--- config.mk ---
export PLATFORM = sky130hd
export DESIGN_NAME = lvds_tx_ctrl
export DESIGN_NICKNAME = d
export VERILOG_FILES = /design/src/rtl/lvds_tx_pkg.sv /design/src/rtl/lvds_tx_ctrl.sv
export SDC_FILE = /design/constraint.sdc
export NUM_CORES = 1
export LEC_CHECK = 0
export ABC_CLOCK_PERIOD_IN_PS = 2050
export BUFFER_PORTS_ARGS = -buffer_cell sky130_fd_sc_hd__buf_2
export CAP_MARGIN = 20
export CORE_ASPECT_RATIO = 0.7
export CORE_MARGIN = 2
export CORE_UTILIZATION = 35
export CTS_CLUSTER_DIAMETER = 40
export DETAILED_ROUTE_END_ITERATION = 7
export HOLD_SLACK_MARGIN = 0.12
export PLACE_DENSITY_LB_ADDON = 0.05
export SLEW_MARGIN = 10
export SYNTH_ARGS = -nofsm -noshare
export SYNTH_HDL_FRONTEND = slang
export SYNTH_SLANG_ARGS = --single-unit
--- constraint.sdc ---
create_clock -name clk -period 2.05 [get_ports clk]
set_input_delay 0.1025 -clock clk [delete_from_list [all_inputs] [get_ports clk]]
set_output_delay 0.1025 -clock clk [all_outputs]
set_load 0.005 [all_outputs]
--- src/rtl/lvds_tx_pkg.sv ---
// Shared definitions for the LVDS lane TX sequencer and its RX aligner counterpart:
// sequencer states and the default training / sync / idle code words.
package lvds_tx_pkg;

  typedef enum logic [1:0] {
    RST_S  = 2'd0,
    SETTLE = 2'd1,
    TRAIN  = 2'd2,
    ACTIVE = 2'd3
  } lvds_state_e;

  localparam logic [9:0] LVDS_TRAIN_WORD = 10'h3E0;
  localparam logic [9:0] LVDS_SYNC_WORD  = 10'h37C;
  localparam logic [9:0] LVDS_IDLE_WORD  = 10'h000;

  function automatic int max4(input int a, input int b, input int c, input int d);
    int m;
    m = a;
    if (b > m) m = b;
    if (c > m) m = c;
    if (d > m) m = d;
    return m;
  endfunction

endpackage

--- src/rtl/lvds_tx_ctrl.sv ---
// Power-up / training / streaming sequencer for one LVDS serializer lane,
// clocked by the serializer's divided (parallel-word) clock.
module lvds_tx_ctrl
  import lvds_tx_pkg::*;
#(
  parameter int                    DATA_WIDTH    = 10,
  parameter int                    RST_CYCLES    = 8,
  parameter int                    SETTLE_CYCLES = 16,
  parameter int                    TRAIN_CYCLES  = 256,
  parameter int                    SYNC_PERIOD   = 1024,
  parameter logic [DATA_WIDTH-1:0] TRAIN_WORD    = DATA_WIDTH'(LVDS_TRAIN_WORD),
  parameter logic [DATA_WIDTH-1:0] SYNC_WORD     = DATA_WIDTH'(LVDS_SYNC_WORD),
  parameter logic [DATA_WIDTH-1:0] IDLE_WORD     = DATA_WIDTH'(LVDS_IDLE_WORD)
) (
  input  logic                  clk,
  input  logic                  reset,
  input  logic [DATA_WIDTH-1:0] s_data,
  input  logic                  s_valid,
  output logic                  s_ready,
  input  logic                  retrain,
  output logic                  serdes_rst,
  output logic [DATA_WIDTH-1:0] par_data,
  output logic                  link_up,
  output logic                  sync_slot
);

  localparam int CNT_MAX = max4(RST_CYCLES, SETTLE_CYCLES, TRAIN_CYCLES, SYNC_PERIOD);
  localparam int CNT_W   = (CNT_MAX > 1) ? $clog2(CNT_MAX) : 1;

  localparam logic [CNT_W-1:0] RST_LAST    = CNT_W'(RST_CYCLES - 1);
  localparam logic [CNT_W-1:0] SETTLE_LAST = CNT_W'(SETTLE_CYCLES - 1);
  localparam logic [CNT_W-1:0] TRAIN_LAST  = CNT_W'(TRAIN_CYCLES - 1);
  localparam logic [CNT_W-1:0] SYNC_LAST   = CNT_W'(SYNC_PERIOD - 1);

  lvds_state_e           state_q, state_d;
  logic [CNT_W-1:0]      cnt_q, cnt_d;
  logic [DATA_WIDTH-1:0] par_data_q, par_data_d;
  logic                  serdes_rst_q, serdes_rst_d;
  logic                  link_up_q, link_up_d;
  logic                  sync_slot_q, sync_slot_d;

  // Ready never looks at s_valid, so the source cannot form a combinational loop through us.
  assign s_ready = (state_q == ACTIVE) && (cnt_q != '0) && !retrain;

  always_comb begin
    state_d      = state_q;
    cnt_d        = cnt_q + CNT_W'(1);
    par_data_d   = IDLE_WORD;
    serdes_rst_d = 1'b0;
    link_up_d    = 1'b0;
    sync_slot_d  = 1'b0;
    case (state_q)
      RST_S: begin
        serdes_rst_d = 1'b1;
        par_data_d   = '0;
        if (cnt_q == RST_LAST) begin
          state_d = SETTLE;
          cnt_d   = '0;
        end
      end
      SETTLE: begin
        par_data_d = TRAIN_WORD;
        if (cnt_q == SETTLE_LAST) begin
          state_d = TRAIN;
          cnt_d   = '0;
        end
      end
      TRAIN: begin
        par_data_d = TRAIN_WORD;
        if (cnt_q == TRAIN_LAST) begin
          state_d = ACTIVE;
          cnt_d   = '0;
        end
      end
      ACTIVE: begin
        if (cnt_q == '0) begin
          par_data_d  = SYNC_WORD;
          sync_slot_d = 1'b1;
        end else if (retrain) begin
          par_data_d = TRAIN_WORD;
        end else if (s_valid) begin
          par_data_d = s_data;
        end
        if (cnt_q == SYNC_LAST) cnt_d = '0;
        // A retrain request drops the link on this same edge, even in a sync slot.
        if (retrain) begin
          state_d = TRAIN;
          cnt_d   = '0;
        end else begin
          link_up_d = 1'b1;
        end
      end
      default: begin
        state_d = RST_S;
        cnt_d   = '0;
      end
    endcase
  end

  always_ff @(posedge clk) begin
    if (reset) begin
      state_q      <= RST_S;
      cnt_q        <= '0;
      par_data_q   <= '0;
      serdes_rst_q <= 1'b1;
      link_up_q    <= 1'b0;
      sync_slot_q  <= 1'b0;
    end else begin
      state_q      <= state_d;
      cnt_q        <= cnt_d;
      par_data_q   <= par_data_d;
      serdes_rst_q <= serdes_rst_d;
      link_up_q    <= link_up_d;
      sync_slot_q  <= sync_slot_d;
    end
  end

  assign par_data   = par_data_q;
  assign serdes_rst = serdes_rst_q;
  assign link_up    = link_up_q;
  assign sync_slot  = sync_slot_q;

endmodule

==> impl_summary.log, run 1 <==
[metrics] leading register cell type out of synthesis: dfxtp_1
[metrics] Core Footprint: ~3200 um2
[metrics] hpwl dp: 1.940 mm
[metrics] proportion of synthesized chip area in sequential cells: between 40% and 50%
[metrics] die area: between 3000 and 4000 um2
[metrics] via count: 1013
[metrics] CTS H-Tree Depth: 1
[metrics] number of enable-type register cells in the synthesized netlist: 0
[metrics] Area Overhead vs Synth: 24.50%
[metrics] number of failing setup endpoints in the final timing report: 0
[metrics] maximum clock path buffer count: 2
[metrics] average detailed-routed wire length per instance: 13.38 um
[metrics] clock tree from TritonCTS: built
[metrics] result of the run: finished clean
[metrics] ys async rst share: 0%
[metrics] post-route design area: 1469 um2
[metrics] Min-Delay Path Class: input port to register
[metrics] syn_nets: about 140
[metrics] clk root buf: clkbuf_8
[metrics] height of the die: ~53 um
[metrics] post-synthesis instance area: 1180 um2
[metrics] number of standard-cell rows in the floorplan: 17
[metrics] leakage power of the design: ~0.63 nW
[metrics] total wirelength of the detailed-routed design: between 2 and 3 mm
[metrics] cell types with the highest counts after synthesis: dfxtp_1 (25), nor2_1 (13), ha_1 (7), a211oi_1 (6)
[metrics] gate count after technology mapping: between 100 and 150
[metrics] Required @ worst endpoint: 1.95 ns
[metrics] final hold violations: 0
[metrics] sw frac: about 37%
[metrics] number of global-route vias before repair: 971
[metrics] CTS resizes: 0
[metrics] maximum number of pins on one net before global-route repair: 16
[metrics] highest achievable clock rate: ~0.52 GHz
[metrics] CP Capture Type: output port
[metrics] switching power: 574.2 uW
[metrics] average vias per placed instance: just over 5
[metrics] GP Congestion: between 0.7 and 0.8
[metrics] effective utilization at floorplan: a little under two fifths
[metrics] fraction of synthesized cell area taken by the top area cell type: approximately 42%
[metrics] flip-flop and latch count after synthesis: 25
[metrics] wire length of the first global-routing pass: 4.443 mm
[metrics] number of top-level pins: 28
[metrics] gr ovfl total: 0
[metrics] initial drt markers: about 80
[metrics] floorplan die width: 73.40 um
[metrics] Reg power frac: 39.2%
[metrics] worst voltage drop across the vdd grid: 540.7 uV
[metrics] Min Clock Period, post-route: about 1.9 ns
[metrics] Antenna Diode Count: 0
[metrics] library cells used by synthesis: 35
[metrics] antenna violations before repair: 0
[metrics] part of the power in combinational logic: 41.6%
[metrics] Yosys warning count: 0
[metrics] number of nets with antenna violations after detailed routing: 0
[metrics] worst rel slew slack: 69.45%
[metrics] drt drc: 0
[metrics] nets@finish: 180
[metrics] type of the setup path with the least slack: register to output port
[metrics] DRT Pass-1 Iters: 4
[metrics] Power Dens Cells: 1060 nW/um2
[metrics] max-slew violation total from the final report: 0
[metrics] final cell utilization of the core: between 40 and 50%
[metrics] overall power consumption: around 1.6 mW
[metrics] post-route clock period utilization: 93.76%
[metrics] Area after DPL: 1360 um2
[metrics] Total Routing Usage GR: ~15%
[metrics] top area cells in the synthesized netlist: dfxtp_1 (42%), ha_1 (7.4%), nor2_1 (4.1%), a211oi_1 (3.8%), nor4bb_1 (2.5%)
[metrics] CTS buffer count: 3
[metrics] Avg Cell Area, Syn: between 9 and 10 um2
[metrics] setup repair after global routing missed its margin: no
[metrics] setup bufs post-CTS: 0
[metrics] part of the total power dissipated in the clock network: 19.2%
[metrics] setup TNS after final layout: 0 ns
[metrics] cell taking the most area after synthesis: dfxtp_1
[metrics] library cell with the highest instance count after synthesis: dfxtp_1
[metrics] Internal Dissipation: around 1000 uW
[metrics] actual slew at the worst max-slew pin: between 0.4 and 0.5 ns
[metrics] share of final-layout standard cells stronger than drive strength 1: 25.32%
[metrics] maximum net fanout on the critical path: 11
[metrics] number of standard cells in the layout, taps in and fillers out: ~200
[metrics] clock slew at reported path FFs: approximately 0.090 ns
[metrics] arrival time at the worst endpoint: 1.82 ns
[metrics] clock insertion delay at the later pin of the skew report: ~0.27 ns
[metrics] dpl cells: ~190
[metrics] Worst Skew: 0.007586 ns
[metrics] hold buffers post-CTS: 6
[metrics] count of buffers from port buffering: 27
[metrics] # clock sinks: 25
[metrics] critical path launch point type: register
[metrics] max-cap violations: 0
## flip-flops by register name, indices dropped and copies added (netlist names)
register / count
serdes_rst: 1
sync_slot: 1
state_q: 2
par_data: 10
link_up: 1
cnt_q: 10
## power by group through the flow
| stage | combinational [mW] | clock, mW | sequential (mW) |
|---|---|---|---|
| final | 0.647 | 0.299 | 0.611 |
| after global routing | 0.739 | 0.332 | 0.622 |
| after CTS | 0.650 | 0.315 | 0.611 |
| after detailed placement | 0.630 | 0 | 0.622 |
| after global placement | 0.622 | 0 | 0.618 |
| after floorplan | 0.450 | 0 | 0.613 |
## critical path: stages (launching register included)
cell,delay (ns)
dfxtp_1,0.40
nor4_4,0.43
and4_1,0.52
nor2_1,0.07
buf_2,0.13
## kinds of logic after synthesis
group                      share of synthesized area (%)
AOI/OAI and AO/OA                                  15.80
xor gates and xnor gates                           3.712
adders and majority gates                          7.423
buffers and inverters                              3.076
DFF                                                42.42
and+or+nand+nor                                    27.57
## cell type report
type,instances,area (um2)
clock buffers,3,41.29
clock inverters,1,7.507
fillers,321,1722
inverters,5,18.77
multi-input cells,89,643.1
flip-flops and latches,25,500.5
well taps,38,47.55
repair buffers,35,210.2
## final timing paths
check | startpoint | end | slack (ns) | cells after the start
worst min-delay path | s_data[9] | par_data[9] | 0.12 | 3
worst max register to register | cnt_q[0] | cnt_q[3] | 0.20 | 6
worst max-delay path | cnt_q[4] | s_ready | 0.13 | 4
worst min register to register | cnt_q[0] | cnt_q[0] | 0.51 | 1
## routing by layer
layer | GRT usage, % | vias up | part of all wire (%)
met1 | 20.02 | 477 | 50
met3 | 4.231 | 2 | 3.4
met5 | 0 | - | 0
met4 | 3.636 | 0 | 0.53
met2 | 25.08 | 14 | 46
li1 | - | 520 | -
## through the flow
stage          hold slack [ns]  setup WS, ns
3_3_place_gp            0.3326        0.2464
5_1_grt                 0.1273      0.007808
2_1_floorplan           0.2432        0.3723
4_1_cts                 0.1242       0.09165
3_5_place_dp            0.3373        0.2351
6_report                0.1199        0.1279
## layout by cell type (no fill, tap or decap), types with 5 or more instances in the layout
| cell | count |
|---|---|
| buf_2 | 27 |
| dlygate4sd3_1 | 6 |
| ha_1 | 7 |
| nand2_1 | 5 |
| nor2_1 | 13 |
| dfxtp_1 | 25 |
| inv_1 | 5 |
| a211oi_1 | 6 |
| a21oi_1 | 5 |
(Power assumes the default switching activity.)
==> inputs of run 2 (changes only) <==
CELL_PAD_IN_SITES_DETAIL_PLACEMENT = 0   (was unset)
CELL_PAD_IN_SITES_GLOBAL_PLACEMENT = 1   (was unset)
==> run 2 against run 1 <==
  * Clock power decreased by 4%
  * Register-to-register slack improved by 0.03 ns
  * Worst hold slack better by 0.014 ns
  * Final cell count grew 1.5%
  * Power down 1.8%
  * Sequential power hardly changed
  * Fmax up 1.2%
  * Combinational power fell by 2%
==> impl_summary.log, run 2 (same netlist as run 1, synthesis figures left out) <==
[metrics] FF+latch area: 500.5 um2 (unchanged)
[metrics] start point of the critical path: cnt_q[5]
[metrics] max-cap violations: 0 (unchanged)
[metrics] type of the setup path with the least slack: register to output port
[metrics] hold buffers post-CTS: 8 (+2)
[metrics] CTS H-Tree Depth: 1 (unchanged)
[metrics] initial drt markers: 32 (-61%)
[metrics] final hold violations: 0 (unchanged)
[metrics] clock insertion delay at the later pin of the skew report: 0.27 ns (about the same)
[metrics] maximum clock path buffer count: 2 (unchanged)
[metrics] number of failing setup endpoints in the final timing report: 0 (unchanged)
[metrics] leakage power of the design: 0.6497 nW (+2.3%)
[metrics] count of buffers from port buffering: 27 (unchanged)
[metrics] average detailed-routed wire length per instance: 12.79 um (-4.4%)
[metrics] Area Overhead vs Synth: 26.51%
[metrics] floorplan die width: 73.40 um (unchanged)
[metrics] total wirelength of the detailed-routed design: 2.545 mm (-2.9%)
[metrics] fraction of met3 tracks used by global routing: 4.615% (+0.38 points)
[metrics] clock tree from TritonCTS: built
[metrics] switching power: 544.5 uW (-5.2%)
[metrics] highest achievable clock rate: 0.5265 GHz (+1.2%)
[metrics] die area: 3859 um2 (unchanged)
[metrics] clock slew at reported path FFs: 0.08 ns (about the same)
[metrics] number of global-route vias before repair: 961 (-1.0%)
[metrics] commonest cells after routing, fill and taps aside: buf_2 (27), dfxtp_1 (25), nor2_1 (13), dlygate4sd3_1 (8), ha_1 (7)
[metrics] filler instances: 317 (-1.2%)
[metrics] share of final-layout standard cells stronger than drive strength 1: 24.84% (-0.47 points)
[metrics] post-route design area: 1493 um2 (+1.6%)
[metrics] post-route clock period utilization: 92.64% (-1.1 points)
[metrics] Min Clock Period, post-route: 1.899 ns (-0.02289 ns)
[metrics] Worst Skew: 0.003686 ns (-0.003901 ns)
[metrics] height of the die: 52.58 um (unchanged)
[metrics] overall power consumption: 1.530 mW (-1.8%)
[metrics] Min-Delay Path Class: input port to register
[metrics] max incr delay on CP: 0.50 ns (-0.02 ns)
[metrics] max-slew violation total from the final report: 0 (unchanged)
[metrics] CTS resizes: 0 (unchanged)
[metrics] Power Dens Cells: 1025 nW/um2 (-3.4%)
[metrics] Required @ worst endpoint: 1.95 ns (about the same)
[metrics] Antenna Diode Count: 0 (unchanged)
[metrics] dpl ws: 0.2522 ns (+0.01715 ns)
[metrics] crit path max-delay cell type: and4_1
[metrics] average vias per placed instance: 5.005 (-3.2%)
[metrics] number of standard cells in the layout, taps in and fillers out: 199 (+1.5%)
[metrics] wire length of the first global-routing pass: 4.367 mm (-1.7%)
[metrics] Internal Dissipation: 985.1 uW (+0.18%)
[metrics] worst rel slew slack: 72.27% (+2.8 points)
[metrics] antenna violations before repair: 0 (unchanged)
[metrics] fin worst setup slack: 0.1508 ns (+0.02289 ns)
[metrics] worst voltage drop across the vdd grid: 478.3 uV (-12%)
[metrics] setup bufs post-CTS: 0 (unchanged)
[metrics] number of nets with antenna violations after detailed routing: 0 (unchanged)
[metrics] setup repair after global routing missed its margin: no
[metrics] met1 track utilization from global routing: 20.94% (+0.91 points)
[metrics] clk root buf: clkbuf_8
[metrics] actual slew at the worst max-slew pin: 0.4105 ns (-0.04176 ns)
[metrics] worst path bufs/invs: 1 (unchanged)
[metrics] arrival time at the worst endpoint: 1.80 ns (-0.02 ns)
[metrics] effective utilization at floorplan: 36.98% (unchanged)
[metrics] most frequent standard cell in the layout excluding fill and tap cells: buf_2
[metrics] DRT Pass-1 Iters: 4 (unchanged)
[metrics] cell-by-cell trace of the critical path: nor4_4, and4_1, nor2_1, buf_2
[metrics] Total Routing Usage GR: 15.12% (-0.17 points)
[metrics] met2 Usage GRT: 22.97% (-2.1 points)
[metrics] sw frac: 35.60% (-1.3 points)
[metrics] setup TNS after final layout: 0 ns (unchanged)
[metrics] part of the total power dissipated in the clock network: 18.8% (-0.4 points)
[metrics] number of top-level pins: 28 (unchanged)
[metrics] Core Footprint: 3191 um2 (unchanged)
[metrics] part of the power in combinational logic: 41.4% (-0.2 points)
[metrics] via count: 996 (-1.7%)
[metrics] nets@finish: 183 (+1.7%)
[metrics] result of the run: finished clean
[metrics] critical path launch point type: register
[metrics] CTS buffer count: 3 (unchanged)
[metrics] dpl cells: 187 (+0.54%)
[metrics] Area after DPL: 1368 um2 (+0.55%)
[metrics] Min Hold Slack: 0.1343 ns (+0.01447 ns)
[metrics] origin of the critical flop-to-flop path: cnt_q[0]
[metrics] start point of the worst hold path: s_data[9]
[metrics] GP Congestion: 0.7209 (-7.7%)
[metrics] maximum net fanout on the critical path: 11 (unchanged)
[metrics] final cell utilization of the core: 46.78% (+0.75 points)
[metrics] kind of cell adding the most delay to the critical path: simple AND/OR/NAND/NOR gates
[metrics] Reg power frac: 39.8% (+0.6 points)
[metrics] # clock sinks: 25 (unchanged)
[metrics] CP Capture Type: output port
[metrics] gr ovfl total: 0 (unchanged)
[metrics] drt drc: 0 (unchanged)
[metrics] maximum number of pins on one net before global-route repair: 14 (-2)
[metrics] number of standard-cell rows in the floorplan: 17 (unchanged)
[metrics] hpwl dp: 1.876 mm (-3.3%)
[metrics] busiest grt layer: met2
[metrics] area used by multi-input combinational logic: 643.1 um2 (unchanged)
run 2: power by group through the flow:
stage	combinational [mW]	sequential, mW	clock, mW
4_1_cts	0.634	0.609	0.300
5_1_grt	0.725	0.617	0.318
3_5_place_dp	0.615	0.621	0
3_3_place_gp	0.619	0.617	0
6_report	0.633	0.609	0.288
2_1_floorplan	0.450	0.613	0
run 2: per-layer routing:
| layer | part of all wire, % | vias up |
|---|---|---|
| met1 | 55 | 456 |
| met3 | 3.5 | 2 |
| met4 | 0.55 | 0 |
| li1 | - | 522 |
| met2 | 41 | 16 |
| met5 | 0 | - |
run 2: worst paths after layout:
check / endpoint / slack [ns] / cells past startpoint
worst max-delay path: s_ready / 0.15 / 4
worst min-delay path: par_data[9] / 0.13 / 3
worst max register to register: cnt_q[3] / 0.23 / 6
worst min register to register: cnt_q[0] / 0.51 / 1
run 2: final cells by class:
| class | count | area share [%] |
|---|---|---|
| clock buffer | 4 | 3.018 |
| inverter | 5 | 1.257 |
| multi-input combinational | 89 | 43.08 |
| sequential | 25 | 33.53 |
| tap | 38 | 3.185 |
| timing repair buffer | 38 | 15.93 |
run 2: worst register-to-register path, stage by stage, from the launching register on:
cell and delay [ns]:
dfxtp_1 0.35, ha_1 0.22, and3_1 0.27, a31oi_1 0.39
a211oi_2 0.06, buf_4 0.19, nor4b_1 0.25
==> inputs of run 3 (changes only) <==
CORE_UTILIZATION = 39   (was 35)
MAX_ROUTING_LAYER = met4   (was unset)
==> run 3 against run 2 <==
  * Sequential share of layout area rose by 0.51 points
  * Register-to-register slack got worse by 0.04 ns
  * Highest routed layer unchanged
  * Routed wire length fell by 0.24%
  * Fmax rose by 0.37%
  * Count of clock-buffer cells in the layout did not move
  * Global-route usage rose by 0.97 points
  * Die area fell by 9.6%
  * Via count rose by 0.50%
  * Utilization rose by 4.9 points
==> impl_summary.log, run 3 (same netlist as run 1, synthesis figures left out) <==
[metrics] Min-Delay Path Class: input port to register
[metrics] overall power consumption: 1.533 mW (+0.23%)
[metrics] number of standard-cell rows in the floorplan: 16 (-1)
[metrics] Power Dens Cells: 1043 nW/um2 (+1.8%)
[metrics] maximum number of pins on one net before global-route repair: 14 (unchanged)
[metrics] max-cap violations: 0 (unchanged)
[metrics] met1 track utilization from global routing: 21.59% (+0.65 points)
[metrics] Required @ worst endpoint: 1.95 ns (about the same)
[metrics] type of the setup path with the least slack: register to output port
[metrics] via count: 1001 (+0.50%)
[metrics] Total Routing Usage GR: 16.09% (+0.97 points)
[metrics] number of nets with antenna violations after detailed routing: 0 (unchanged)
[metrics] share of final-layout standard cells stronger than drive strength 1: 25.16% (+0.31 points)
[metrics] endpoint of the worst-slack reg-to-reg timing path: cnt_q[3]
[metrics] WHS Path Cells: 3 (unchanged)
[metrics] leakage power of the design: 0.6413 nW (-1.3%)
[metrics] Worst Skew: 0.005597 ns (+0.001911 ns)
[metrics] cell-by-cell trace of the critical path: nor4_4, and4_1, nor2_1, buf_2
[metrics] Area Overhead vs Synth: 24.60%
[metrics] clk root buf: clkbuf_8
[metrics] clock insertion delay at the later pin of the skew report: 0.27 ns (about the same)
[metrics] DRT Pass-1 Iters: 4 (unchanged)
[metrics] critical path launch point type: register
[metrics] gr ovfl total: 0 (unchanged)
[metrics] Min Clock Period, post-route: 1.892 ns (-0.007046 ns)
[metrics] setup bufs post-CTS: 0 (unchanged)
[metrics] busiest grt layer: met2
[metrics] end point of the worst hold path: par_data[9]
[metrics] height of the die: 50.02 um (-4.9%)
[metrics] max-slew violation total from the final report: 0 (unchanged)
[metrics] maximum clock path buffer count: 2 (unchanged)
[metrics] setup repair after global routing missed its margin: no
[metrics] result of the run: finished clean
[metrics] antenna violations before repair: 0 (unchanged)
[metrics] fraction of met3 tracks used by global routing: 4.908% (+0.29 points)
[metrics] hpwl dp: 1.864 mm (-0.61%)
[metrics] start point of the worst hold path: s_data[9]
[metrics] post-route clock period utilization: 92.30% (-0.34 points)
[metrics] hold buffers post-CTS: 6 (-2)
[metrics] met2 Usage GRT: 23.88% (+0.91 points)
[metrics] # clock sinks: 25 (unchanged)
[metrics] highest achievable clock rate: 0.5285 GHz (+0.37%)
[metrics] CTS H-Tree Depth: 1 (unchanged)
[metrics] origin of the critical flop-to-flop path: cnt_q[0]
[metrics] most frequent standard cell in the layout excluding fill and tap cells: buf_2
[metrics] actual slew at the worst max-slew pin: 0.4326 ns (+0.02211 ns)
[metrics] number of top-level pins: 28 (unchanged)
[metrics] clock slew at reported path FFs: 0.09 ns (about the same)
[metrics] CTS resizes: 0 (unchanged)
[metrics] CP Capture Type: output port
[metrics] FF-to-FF path depth: 6 (unchanged)
[metrics] arrival time at the worst endpoint: 1.79 ns (about the same)
[metrics] worst voltage drop across the vdd grid: 540.8 uV (+13%)
[metrics] Antenna Diode Count: 0 (unchanged)
[metrics] max incr delay on CP: 0.51 ns (about the same)
[metrics] Register-to-Register Setup Slack: 0.19 ns (-0.04 ns)
[metrics] count of buffers from port buffering: 27 (unchanged)
[metrics] Core Footprint: 2843 um2 (-11%)
[metrics] average detailed-routed wire length per instance: 13.02 um (+1.8%)
[metrics] crit path max-delay cell type: and4_1
[metrics] commonest cells after routing, fill and taps aside: buf_2 (27), dfxtp_1 (25), nor2_1 (13), ha_1 (7)
[metrics] wire length of the first global-routing pass: 4.236 mm (-3.0%)
[metrics] worst rel slew slack: 70.78% (-1.5 points)
[metrics] die area: 3488 um2 (-9.6%)
[metrics] total wirelength of the detailed-routed design: 2.539 mm (-0.24%)
[metrics] number of global-route vias before repair: 903 (-6.0%)
[metrics] average vias per placed instance: 5.133 (+2.6%)
[metrics] nets@finish: 181 (-1.1%)
[metrics] maximum net fanout on the critical path: 11 (unchanged)
[metrics] effective utilization at floorplan: 41.51% (+4.5 points)
[metrics] floorplan die width: 69.74 um (-5.0%)
[metrics] GP Congestion: 0.7940 (+10%)
[metrics] filler instances: 291 (-8.2%)
[metrics] clock tree from TritonCTS: built
[metrics] setup TNS after final layout: 0 ns (unchanged)
[metrics] number of failing setup endpoints in the final timing report: 0 (unchanged)
[metrics] CTS buffer count: 3 (unchanged)
[metrics] drt drc: 0 (unchanged)
[metrics] final hold violations: 0 (unchanged)
[metrics] initial drt markers: 38 (+19%)
run 3: critical path: cells and delay by family (launching register included):
| kind | cells | cell delay [ns] |
|---|---|---|
| simple gates | 3 | 1.01 |
| flops | 1 | 0.38 |
| buf+inv | 1 | 0.14 |
run 3: metal layers:
metal	part of all wire, %	wire [um]	vias to the layer above
met5	0	0	-
met4	0.83	21	0
met3	3.5	89	4
met2	42	1069	16
met1	53	1358	457
li1	-	-	524
run 3: worst max-delay path by stage:
| stage | slack, ns | cells after the start | to | from |
|---|---|---|---|---|
| 2_1_floorplan | 0.37 | 6 | cnt_q[5] | cnt_q[0] |
| 3_3_place_gp | 0.29 | 6 | cnt_q[2] | cnt_q[0] |
| 3_5_place_dp | 0.21 | 6 | cnt_q[3] | cnt_q[0] |
| 4_1_cts | 0.15 | 4 | s_ready | cnt_q[5] |
| 5_1_grt | 0.02 | 4 | s_ready | cnt_q[5] |
| 6_report | 0.16 | 4 | s_ready | cnt_q[5] |
run 3: layout make-up:
class                      count  area [um2]  share of cell area [%]
sequential                    25       500.5                   34.04
tap                           36       45.04                   3.064
clock buffer                   4       45.04                   3.064
inverter                       5       18.77                   1.277
multi-input combinational     89       643.1                   43.74
timing repair buffer          36       217.7                   14.81
run 3: power by group:
group          internal (mW)  total, mW  switching [mW]
clock                  0.139      0.291           0.152
sequential             0.558      0.608          0.0503
combinational          0.285      0.634           0.349
total                  0.982       1.53           0.552
run 3: through the flow:
step           setup slack [ns]  util, %  instance area, um2  hold slack [ns]  cells
5_1_grt                 0.02407    51.72                1470           0.1508    195
3_5_place_dp             0.2133    48.02                1365           0.3459    185
4_1_cts                  0.1521    51.72                1470           0.1200    195
2_1_floorplan            0.3723        -                1180           0.2432    123
6_report                 0.1578    51.72                1470           0.1181    195
3_3_place_gp             0.2926    48.02                1365           0.3340    185
